[src/rtl/tft_pkg.sv]
// Shared definitions for the TFT frame feeder: ROM entry encodings, panel
// command bytes, controller state codes and the built-in init image.
package tft_pkg;

  typedef enum logic [1:0] {
    ENT_CMD  = 2'b00,
    ENT_DATA = 2'b01,
    ENT_DLY  = 2'b10,
    ENT_END  = 2'b11
  } rom_type_t;

  localparam logic [7:0] CMD_CASET = 8'h2A;
  localparam logic [7:0] CMD_RASET = 8'h2B;
  localparam logic [7:0] CMD_RAMWR = 8'h2C;

  typedef logic [3:0] state_t;

  localparam state_t ST_RST_LOW    = 4'd0;
  localparam state_t ST_RST_WAIT   = 4'd1;
  localparam state_t ST_INIT_FETCH = 4'd2;
  localparam state_t ST_INIT_SEND  = 4'd3;
  localparam state_t ST_INIT_DELAY = 4'd4;
  localparam state_t ST_IDLE       = 4'd5;
  localparam state_t ST_WIN_SEND   = 4'd6;
  localparam state_t ST_PIX_REQ    = 4'd7;
  localparam state_t ST_PIX_SEND   = 4'd8;

  // Entry 0 sits in bits [9:0]. Each entry is {type[1:0], byte[7:0]}.
  // SWRESET, wait 150 ms, SLPOUT, wait 255 ms, COLMOD=RGB565, DISPON, end.
  localparam logic [79:0] DEFAULT_INIT_IMAGE = {
    10'h300, 10'h029, 10'h105, 10'h03A,
    10'h2FF, 10'h011, 10'h296, 10'h001
  };

endpackage

[src/rtl/tft_init_rom.sv]
// Init command ROM: INIT_LEN entries of {type, byte} with a registered read.
// Addresses at or past INIT_LEN read back as an END entry.
module tft_init_rom
  import tft_pkg::*;
#(
  parameter int INIT_LEN = 32,
  parameter int IDX_W    = 6,
  parameter logic [INIT_LEN*10-1:0] IMAGE = '0
) (
  input  logic             clk,
  input  logic [IDX_W-1:0] addr,
  output logic [9:0]       data
);

  // Registered lookup so the read behaves like a synchronous block RAM.
  always_ff @(posedge clk) begin
    if (int'(addr) < INIT_LEN) begin
      data <= IMAGE[int'(addr)*10 +: 10];
    end else begin
      data <= {ENT_END, 8'h00};
    end
  end

endmodule

[src/rtl/tft_frame_feeder.sv]
// Upstream item source for the TFT SPI engine: panel hard reset, init ROM
// replay, address window programming and RGB565 pixel streaming over a
// valid/ready handshake.
module tft_frame_feeder
  import tft_pkg::*;
#(
  parameter int CLK_FREQ_HZ = 50_000_000,
  parameter int H_RES       = 160,
  parameter int V_RES       = 128,
  parameter int INIT_LEN    = 32,
  parameter int RST_LOW_MS  = 10,
  parameter int RST_WAIT_MS = 120,
  parameter logic [INIT_LEN*10-1:0] INIT_IMAGE = (INIT_LEN*10)'(DEFAULT_INIT_IMAGE)
) (
  input  logic        sys_clk_i,
  input  logic        sys_rst_i,
  input  logic        frame_start_i,
  output logic [14:0] fb_addr_o,
  output logic        fb_rd_o,
  input  logic [15:0] fb_data_i,
  output logic [15:0] word_o,
  output logic        word16_o,
  output logic        dc_o,
  output logic        word_valid_o,
  input  logic        word_ready_i,
  output logic        tft_rst_no,
  output logic        init_done_o,
  output logic        busy_o
);

  localparam int DIV   = CLK_FREQ_HZ / 1000;
  localparam int DIV_W = $clog2(DIV + 1);
  localparam int IDX_W = $clog2(INIT_LEN + 1);
  localparam logic [14:0] PIX_LAST = 15'(H_RES * V_RES - 1);

  state_t           state;
  logic [DIV_W-1:0] div_cnt;
  logic             ms_tick;
  logic [15:0]      ms_cnt;
  logic [7:0]       dly_ms;
  logic [IDX_W-1:0] rom_idx;
  logic             rom_phase;
  logic [9:0]       rom_q;
  rom_type_t        ent_type;
  logic [3:0]       win_idx;
  logic [14:0]      pix;
  logic [15:0]      word_q;
  logic             word16_q;
  logic             dc_q;
  logic             valid_q;
  logic             pix_first;
  logic             rst_n_q;
  logic             init_done_q;

  // Window programming sequence: CASET x0..x1, RASET y0..y1, RAMWR.
  function automatic logic [8:0] win_item(input logic [3:0] idx);
    logic [15:0] xe;
    logic [15:0] ye;
    xe = 16'(H_RES - 1);
    ye = 16'(V_RES - 1);
    case (idx)
      4'd0:       win_item = {1'b0, CMD_CASET};
      4'd1, 4'd2: win_item = {1'b1, 8'h00};
      4'd3:       win_item = {1'b1, xe[15:8]};
      4'd4:       win_item = {1'b1, xe[7:0]};
      4'd5:       win_item = {1'b0, CMD_RASET};
      4'd6, 4'd7: win_item = {1'b1, 8'h00};
      4'd8:       win_item = {1'b1, ye[15:8]};
      4'd9:       win_item = {1'b1, ye[7:0]};
      default:    win_item = {1'b0, CMD_RAMWR};
    endcase
  endfunction

  tft_init_rom #(
    .INIT_LEN (INIT_LEN),
    .IDX_W    (IDX_W),
    .IMAGE    (INIT_IMAGE)
  ) u_rom (
    .clk  (sys_clk_i),
    .addr (rom_idx),
    .data (rom_q)
  );

  assign ent_type = rom_type_t'(rom_q[9:8]);
  assign ms_tick  = (div_cnt == DIV_W'(DIV - 1));

  // Free-running millisecond divider producing a one-cycle tick.
  always_ff @(posedge sys_clk_i) begin
    if (!sys_rst_i) begin
      div_cnt <= '0;
    end else if (ms_tick) begin
      div_cnt <= '0;
    end else begin
      div_cnt <= div_cnt + 1'b1;
    end
  end

  // Main sequencer: reset timing, init replay, window and pixel streaming.
  always_ff @(posedge sys_clk_i) begin
    if (!sys_rst_i) begin
      state       <= ST_RST_LOW;
      ms_cnt      <= '0;
      dly_ms      <= '0;
      rom_idx     <= '0;
      rom_phase   <= 1'b0;
      win_idx     <= '0;
      pix         <= '0;
      word_q      <= '0;
      word16_q    <= 1'b0;
      dc_q        <= 1'b0;
      valid_q     <= 1'b0;
      pix_first   <= 1'b0;
      rst_n_q     <= 1'b0;
      init_done_q <= 1'b0;
    end else begin
      case (state)
        ST_RST_LOW: begin
          if (ms_tick) begin
            if (ms_cnt == 16'(RST_LOW_MS - 1)) begin
              ms_cnt  <= '0;
              rst_n_q <= 1'b1;
              state   <= ST_RST_WAIT;
            end else begin
              ms_cnt <= ms_cnt + 1'b1;
            end
          end
        end
        ST_RST_WAIT: begin
          if (ms_tick) begin
            if (ms_cnt == 16'(RST_WAIT_MS - 1)) begin
              ms_cnt    <= '0;
              rom_idx   <= '0;
              rom_phase <= 1'b0;
              state     <= ST_INIT_FETCH;
            end else begin
              ms_cnt <= ms_cnt + 1'b1;
            end
          end
        end
        ST_INIT_FETCH: begin
          if (!rom_phase) begin
            if (rom_idx == IDX_W'(INIT_LEN)) begin
              init_done_q <= 1'b1;
              state       <= ST_IDLE;
            end else begin
              rom_phase <= 1'b1;
            end
          end else begin
            rom_phase <= 1'b0;
            case (ent_type)
              ENT_CMD, ENT_DATA: begin
                word_q   <= {8'h00, rom_q[7:0]};
                word16_q <= 1'b0;
                dc_q     <= rom_q[8];
                valid_q  <= 1'b1;
                state    <= ST_INIT_SEND;
              end
              ENT_DLY: begin
                ms_cnt <= '0;
                dly_ms <= rom_q[7:0];
                state  <= ST_INIT_DELAY;
              end
              default: begin
                init_done_q <= 1'b1;
                state       <= ST_IDLE;
              end
            endcase
          end
        end
        ST_INIT_SEND: begin
          if (word_ready_i) begin
            valid_q <= 1'b0;
            rom_idx <= rom_idx + 1'b1;
            state   <= ST_INIT_FETCH;
          end
        end
        ST_INIT_DELAY: begin
          if (ms_cnt == {8'h00, dly_ms}) begin
            rom_idx <= rom_idx + 1'b1;
            state   <= ST_INIT_FETCH;
          end else if (ms_tick) begin
            ms_cnt <= ms_cnt + 1'b1;
          end
        end
        ST_IDLE: begin
          if (frame_start_i) begin
            win_idx  <= '0;
            word_q   <= {8'h00, win_item(4'd0)};
            word_q[8] <= 1'b0;
            dc_q     <= win_item(4'd0) >> 8 != 9'd0;
            word16_q <= 1'b0;
            valid_q  <= 1'b1;
            state    <= ST_WIN_SEND;
          end
        end
        ST_WIN_SEND: begin
          if (word_ready_i) begin
            if (win_idx == 4'd10) begin
              valid_q <= 1'b0;
              pix     <= '0;
              state   <= ST_PIX_REQ;
            end else begin
              win_idx <= win_idx + 4'd1;
              word_q  <= {8'h00, win_item(win_idx + 4'd1)};
              word_q[8] <= 1'b0;
              dc_q    <= win_item(win_idx + 4'd1) >> 8 != 9'd0;
            end
          end
        end
        ST_PIX_REQ: begin
          pix_first <= 1'b1;
          word16_q  <= 1'b1;
          dc_q      <= 1'b1;
          valid_q   <= 1'b1;
          state     <= ST_PIX_SEND;
        end
        ST_PIX_SEND: begin
          pix_first <= 1'b0;
          if (pix_first) begin
            word_q <= fb_data_i;
          end
          if (word_ready_i) begin
            valid_q <= 1'b0;
            if (pix == PIX_LAST) begin
              pix   <= '0;
              state <= ST_IDLE;
            end else begin
              pix   <= pix + 1'b1;
              state <= ST_PIX_REQ;
            end
          end
        end
        default: state <= ST_RST_LOW;
      endcase
    end
  end

  // The pixel word passes straight through in its read-data cycle and is
  // held from the captured copy while the SPI side stalls.
  assign word_o       = pix_first ? fb_data_i : word_q;
  assign word16_o     = word16_q;
  assign dc_o         = dc_q;
  assign word_valid_o = valid_q;
  assign fb_rd_o      = (state == ST_PIX_REQ);
  assign fb_addr_o    = pix;
  assign tft_rst_no   = rst_n_q;
  assign init_done_o  = init_done_q;
  assign busy_o       = (state != ST_IDLE);

endmodule
[config.mk]
export PLATFORM = sky130hd
export DESIGN_NAME = tft_frame_feeder
export DESIGN_NICKNAME = d
export VERILOG_FILES = /design/src/rtl/tft_pkg.sv /design/src/rtl/tft_init_rom.sv /design/src/rtl/tft_frame_feeder.sv
export SDC_FILE = /design/constraint.sdc
export NUM_CORES = 1
export LEC_CHECK = 0
export BUFFER_PORTS_ARGS = -buffer_cell sky130_fd_sc_hd__buf_2
export CORE_MARGIN = 2
export CORE_UTILIZATION = 59
export CTS_BUF_LIST = sky130_fd_sc_hd__clkbuf_16
export CTS_CLUSTER_DIAMETER = 200
export DETAILED_ROUTE_END_ITERATION = 7
export PLACE_DENSITY = 0.79
export SLEW_MARGIN = 20
export SYNTH_ARGS = -nofsm -noshare
export SYNTH_HDL_FRONTEND = slang
export SYNTH_SLANG_ARGS = --single-unit
[constraint.sdc]
create_clock -name sys_clk_i -period 4.1 [get_ports sys_clk_i]
set_input_delay 0.205 -clock sys_clk_i [delete_from_list [all_inputs] [get_ports sys_clk_i]]
set_output_delay 0.205 -clock sys_clk_i [all_outputs]
set_load 0.05 [all_outputs]
==> flow_metrics.tcl, run 1 <==
set metrics [dict create \
    synth_edf_count 0 \
    io_pins 58 \
    rsz0062_at_grt "no" \
    vdd_drop_max_v 0.000316 \
    grt_usage_pct 25.6 \
    avgSynthCellArea_um2 8.29 \
    drtIter0Drc 222 \
    antenna_found_initial 0 \
    power_frac_seq_pct 40.1 \
    synth_area_mm2 0.00542 \
    finClkSkew_ps 11.0 \
    port_buffers 57 \
    drcViolationCount 0 \
    wl_met3_um 623 \
    drv_cap 0 \
    diodes 0 \
    synth_ff_type "dfxtp_1" \
    clkPwrFrac_pct 29.7 \
    clk_path_buf_depth 2 \
    grt_pass1_wl_um 21200 \
    cts-hold-fix-buffers 0 \
    top_layer_used "met4" \
    fp-row-count 34 \
    ys_ff_latch 100 \
    start_util_pct 61.6 \
    combPwrFrac_pct 30.2 \
    start_kind "register" \
    yosysTopAreaCell "dfxtp_1" \
    syn_nets 690 \
    cts_tree "yes" \
    multi_input_area_mm2 0.00322 \
    grt-ovfl-total 0 \
    die_y_um 99.9 \
    synthAdderAreaFrac_pct 3.69 \
    syn_inst 654 \
    route.met2.wl_um 6190 \
    grt_pass1_vias 4636 \
    synth_compound_area_share_pct 16.8 \
    cts.htree.levels 3 \
    wl_per_cell_um 15.8 \
    place_congestion 0.866 \
    p_switching_w 0.00104 \
    vias 4873 \
    period_minus_slack_ps 3160 \
    intPower_w 0.00185 \
    p_leak_nw 2.36 \
    ys_types 67 \
    sw_frac_of_total_pct 36.0 \
    dieArea_mm2 0.00998 \
    yosys_warnings 0 \
    nFillCells 721 \
    hp-start "frame_start_i" \
    synth_top_area_share_pct 36.9 \
    period_share_pct 77.1 \
    synth_simple_gate_area_share_pct 27.2 \
    synth_mux_area_share_pct 5.93 \
    layout_common_cells "100 x dfxtp_1, 92 x nor2_1, 57 x buf_2" \
    layout-drive-gt1-share_pct 17.4 \
    worst_slew_pin_slew_ps 962 \
    cts_setup_buffers 0 \
    synth_xor_area_share_pct 5.49 \
    final_common_cell "dfxtp_1" \
    powerDensity_mw_per_mm2 478 \
    r2r_start "state[2]" \
    path_max_fanout 26 \
    synth_area_leaders "dfxtp_1 37%, nor2_1 6.4%, ha_1 3.7%" \
    clock_latency_ps 340 \
    hold_viol 0 \
    routed_wirelength_um 12700 \
    synthArstFlopShare_pct 0 \
    end_kind "register" \
    setup_viol 0 \
    met1_length_um 5720 \
    seq_area_mm2 0.00200 \
    ant_nets 0 \
    area_growth_pct 11.6 \
    status "finished clean" \
    ctsResizeCount 0 \
    final_max_slew_viol_count 0 \
    vias_per_cell 6.06 \
    dp_hpwl_um 8930 \
    cp_data_arrival_time_ps 3440 \
    num-nets-final 727 \
    slew_headroom_pct 35.6 \
    crit_required_ps 4370 \
    fmax_mhz 316 \
    cts_root_buf "clkbuf_16" \
    synth_top_family_by_area "simple AND/OR/NAND/NOR gates" \
    die_w_um 99.9 \
    seq_area_frac_synth_pct 36.9 \
    path_clk_slew_ps 70 \
    drtPass1Iterations 5 \
    cts.sinks 100 \
    holdWs_ps 225 \
    numCtsBuffers 9 \
    totalNegativeSetupSlack_ps 0 \
    worstHoldPathType "primary input to register" \
    grt_max_degree 43 \
    critPathLaunch "state[2]" \
    core_mm2 0.00881 \
    crit_type "register to register" \
]
power by group through the flow:
stage	Combinational [W]	Clock, W	Sequential [W]
finish	0.000873	0.000860	0.00116
global route	0.000956	0.000917	0.00117
CTS	0.000865	0.000873	0.00116
detailed placement	0.000861	0	0.00118
global placement	0.000844	0	0.00118
floorplan	0.000700	0	0.00114
through the flow:
stage	worst slack, ps	instance area, um2	power, W	utilization [%]	instances
6_report	938	6050	0.00289	68.7	804
5_1_grt	804	6050	0.00305	68.7	804
4_1_cts	960	6050	0.00290	68.7	804
3_5_place_dp	968	5750	0.00204	65.3	788
3_3_place_gp	1150	5750	0.00202	65.3	788
2_1_floorplan	1550	5420	0.00184	-	654
sequential cells by signal (all words and copies together) (netlist names), 4 cells and up:
| signal | cells |
|---|---|
| div_cnt | 16 |
| u_rom.data | 9 |
| dly_ms | 7 |
| word_q | 16 |
| state | 4 |
| ms_cnt | 16 |
| rom_idx | 6 |
| fb_addr_o | 15 |
| win_idx | 4 |
cell usage after synthesis, types with 12 or more instances:
library cell	count
mux2i_1	13
or3_1	14
a21oi_1	38
o21ai_0	20
nand3_1	35
nand2_1	51
xor2_1	17
inv_1	16
nand2b_1	12
nor3_1	15
clkbuf_1	29
nand4_1	12
ha_1	16
dfxtp_1	100
nor2_1	92
mux2_2	17
xnor2_1	17
path summary, 6_finish.rpt:
path | endpoint | slack [ps] | cells past startpoint
max | ms_cnt[9] | 940 | 5
max reg2reg | ms_cnt[9] | 940 | 5
min | word16_o | 230 | 4
min reg2reg | div_cnt[0] | 450 | 1
worst max-delay path: stages, from the launching register on:
cell      delay (ps)
dfxtp_1          610
or4b_2           820
nor3_4           470
o21bai_2         380
nor3_1           560
a22o_1           240
kinds of logic (layout without fill, tap and decap cells):
kind of cell / Yosys count / count (layout)
flip-flops: 100 / 100
multiplexers: 30 / 30
AO/OA/AOI/OAI: 131 / 131
AND/OR/NAND/NOR: 289 / 289
XOR/XNOR: 34 / 34
adder cells (fa/ha/maj): 16 / 16
buffers and inverters: 54 / 96
cell type report:
class                      count  area share, %
inverter                      16          0.993
clock buffer                   9           3.72
multi-input combinational    500           53.1
tap                          108           2.23
sequential                   100           33.1
timing repair buffer          64           5.58
clock inverter                 7           1.24
layer usage:
| metal | vias up | track usage, % |
|---|---|---|
| li1 | 2420 | - |
| met1 | 2303 | 33.1 |
| met2 | 135 | 44.4 |
| met3 | 15 | 4.60 |
| met4 | 0 | 6.64 |
| met5 | - | 0 |
Note: power is estimated with default switching activity, not from simulation.
==> run 2: changes to the inputs <==
CORE_UTILIZATION = 53   (was 59)
PLACE_DENSITY = 0.75   (was 0.79)
clock period = 2.7 ns   (was 4.1 ns; I/O delays follow)
==> run 2 against run 1 <==
  * Register-to-register slack got worse by 800 ps
  * Global-route usage decreased by 1.5 points
  * Clock skew decreased by 2.5 ps
  * Fmax is 23% higher
  * Hold slack got worse by 71 ps
  * Cell count up 6.6%
  * Via count is 4.2% higher
  * Non-clock buffer count rose by 26
  * Die area increased by 11%
  * Combinational power grew 72%
  * Wire length up 6.6%
==> flow_metrics.tcl, run 2 (synthesized netlist as in run 1, its figures left out) <==
set metrics [dict create \
    critPathTopFamily "simple AND/OR/NAND/NOR gates" \
    routed_wirelength_um 13500 \
    dieArea_mm2 0.0111 \
    grt-ovfl-total 0 \
    cts-hold-fix-buffers 0 \
    path_clk_slew_ps 70 \
    fmax_mhz 390 \
    worstHoldPathType "primary input to register" \
    final_max_slew_viol_count 0 \
    layout-drive-gt1-share_pct 21.1 \
    wl_per_cell_um 15.8 \
    grt_max_degree 42 \
    start_kind "register" \
    io_pins 58 \
    final_util_pct 64.4 \
    end_kind "register" \
    cts.htree.levels 3 \
    vias 5080 \
    slew_headroom_pct 43.0 \
    intPower_w 0.00291 \
    antenna_found_initial 0 \
    crit_slowest_cell "or4_4" \
    ant_nets 0 \
    clkPwrFrac_pct 29.8 \
    diodes 0 \
    cpPeakStageDelay_ps 600 \
    holdWs_ps 154 \
    crit_buf_inv 1 \
    die_w_um 105 \
    p_switching_w 0.00166 \
    path_max_fanout 7 \
    cts.sinks 100 \
    drtPass1Iterations 5 \
    setup_viol 0 \
    period_minus_slack_ps 2560 \
    drv_cap 0 \
    grt_pass1_vias 4629 \
    die_y_um 105 \
    clk_path_buf_depth 2 \
    p_leak_nw 2.51 \
    worstPathCellList "or4bb_1 > or4_4 > a2111oi_4 > buf_4 > o21bai_4 > nand2b_1 > o32ai_1" \
    status "finished clean" \
    layout_common_cells "100 x dfxtp_1, 92 x nor2_1, 57 x buf_2" \
    area_growth_pct 17.0 \
    dp_hpwl_um 9570 \
    drcViolationCount 0 \
    cts_tree "yes" \
    core_mm2 0.00986 \
    hold_viol 0 \
    finClkSkew_ps 8.53 \
    powerDensity_mw_per_mm2 721 \
    fin_cells 857 \
    final_common_cell "dfxtp_1" \
    crit_type "register to register" \
    sw_frac_of_total_pct 36.3 \
    place_congestion 0.875 \
    cp_data_arrival_time_ps 2820 \
    numCtsBuffers 9 \
    cts_root_buf "clkbuf_16" \
    vias_per_cell 5.93 \
    num-nets-final 755 \
    period_share_pct 95.0 \
    totalNegativeSetupSlack_ps 0 \
    placedCellCount 837 \
    fp-row-count 36 \
    combPwrFrac_pct 32.9 \
    reg_top3 "div_cnt x16, ms_cnt x16, word_q x16" \
    drtIter0Drc 357 \
    vdd_drop_max_v 0.000501 \
    power_frac_seq_pct 37.3 \
    port_buffers 57 \
    worst_slew_pin_slew_ps 851 \
    crit_required_ps 2960 \
    grt_pass1_wl_um 21900 \
    grt_usage_pct 24.1 \
    start_util_pct 55.0 \
    clock_latency_ps 350 \
]
==> run 2: routing by layer <==
metal,up-vias,wire length [um],global-route usage [%]
li1,2481,-,-
met4,0,328,10.2
met5,-,0,0
met2,168,6540,40.1
met3,28,744,3.62
met1,2403,5910,31.1
==> run 2: tightest hold or removal path, stage by stage <==
cell     delay (ps)
buf_2           100
nand3_1          80
nand3_1          80
a21oi_1          60
==> run 2: layout make-up <==
class	instances	area [um2]
inverter	16	60.1
tap	133	166
timing repair buffer	90	533
clock inverter	7	91.3
multi-input combinational	502	3270
clock buffer	9	225
sequential	100	2000
fill	801	3520
==> run 2: power by group through the flow <==
| stage | registers [W] | logic (W) | clock network [W] |
|---|---|---|---|
| detailed placement | 0.00174 | 0.00145 | 0 |
| CTS | 0.00170 | 0.00146 | 0.00138 |
| global route | 0.00172 | 0.00164 | 0.00143 |
| finish | 0.00171 | 0.00150 | 0.00136 |
| floorplan | 0.00173 | 0.00106 | 0 |
| global placement | 0.00173 | 0.00141 | 0 |
==> run 2: path summary, 6_finish.rpt <==
path                            cells after the start         end  slack (ps)           from
worst max-delay path                                7  ms_cnt[14]         140    div_cnt[15]
worst min-delay path                                4    word16_o         150  frame_start_i
worst max register to register                      7  ms_cnt[14]         140    div_cnt[15]
worst min register to register                      1  div_cnt[0]         450     div_cnt[0]
==> run 2: timing repair <==
action | in CTS | in global routing
pin swaps | 0 | 3
endpoints found under the hold margin | 0 | 0
gates cloned | 0 | 2
buffers inserted | 0 | 2
resized for setup | 2 | 3
endpoints found under the setup margin | 17 | 15
==> run 2: metrics by stage <==
| step | setup WS [ps] | power, W | instance area, um2 |
|---|---|---|---|
| 2_1_floorplan | 154 | 0.00279 | 5420 |
| 3_3_place_gp | -47.7 | 0.00314 | 5960 |
| 3_5_place_dp | -139 | 0.00319 | 5960 |
| 4_1_cts | 35.0 | 0.00454 | 6290 |
| 5_1_grt | -20.1 | 0.00479 | 6350 |
| 6_report | 136 | 0.00457 | 6350 |
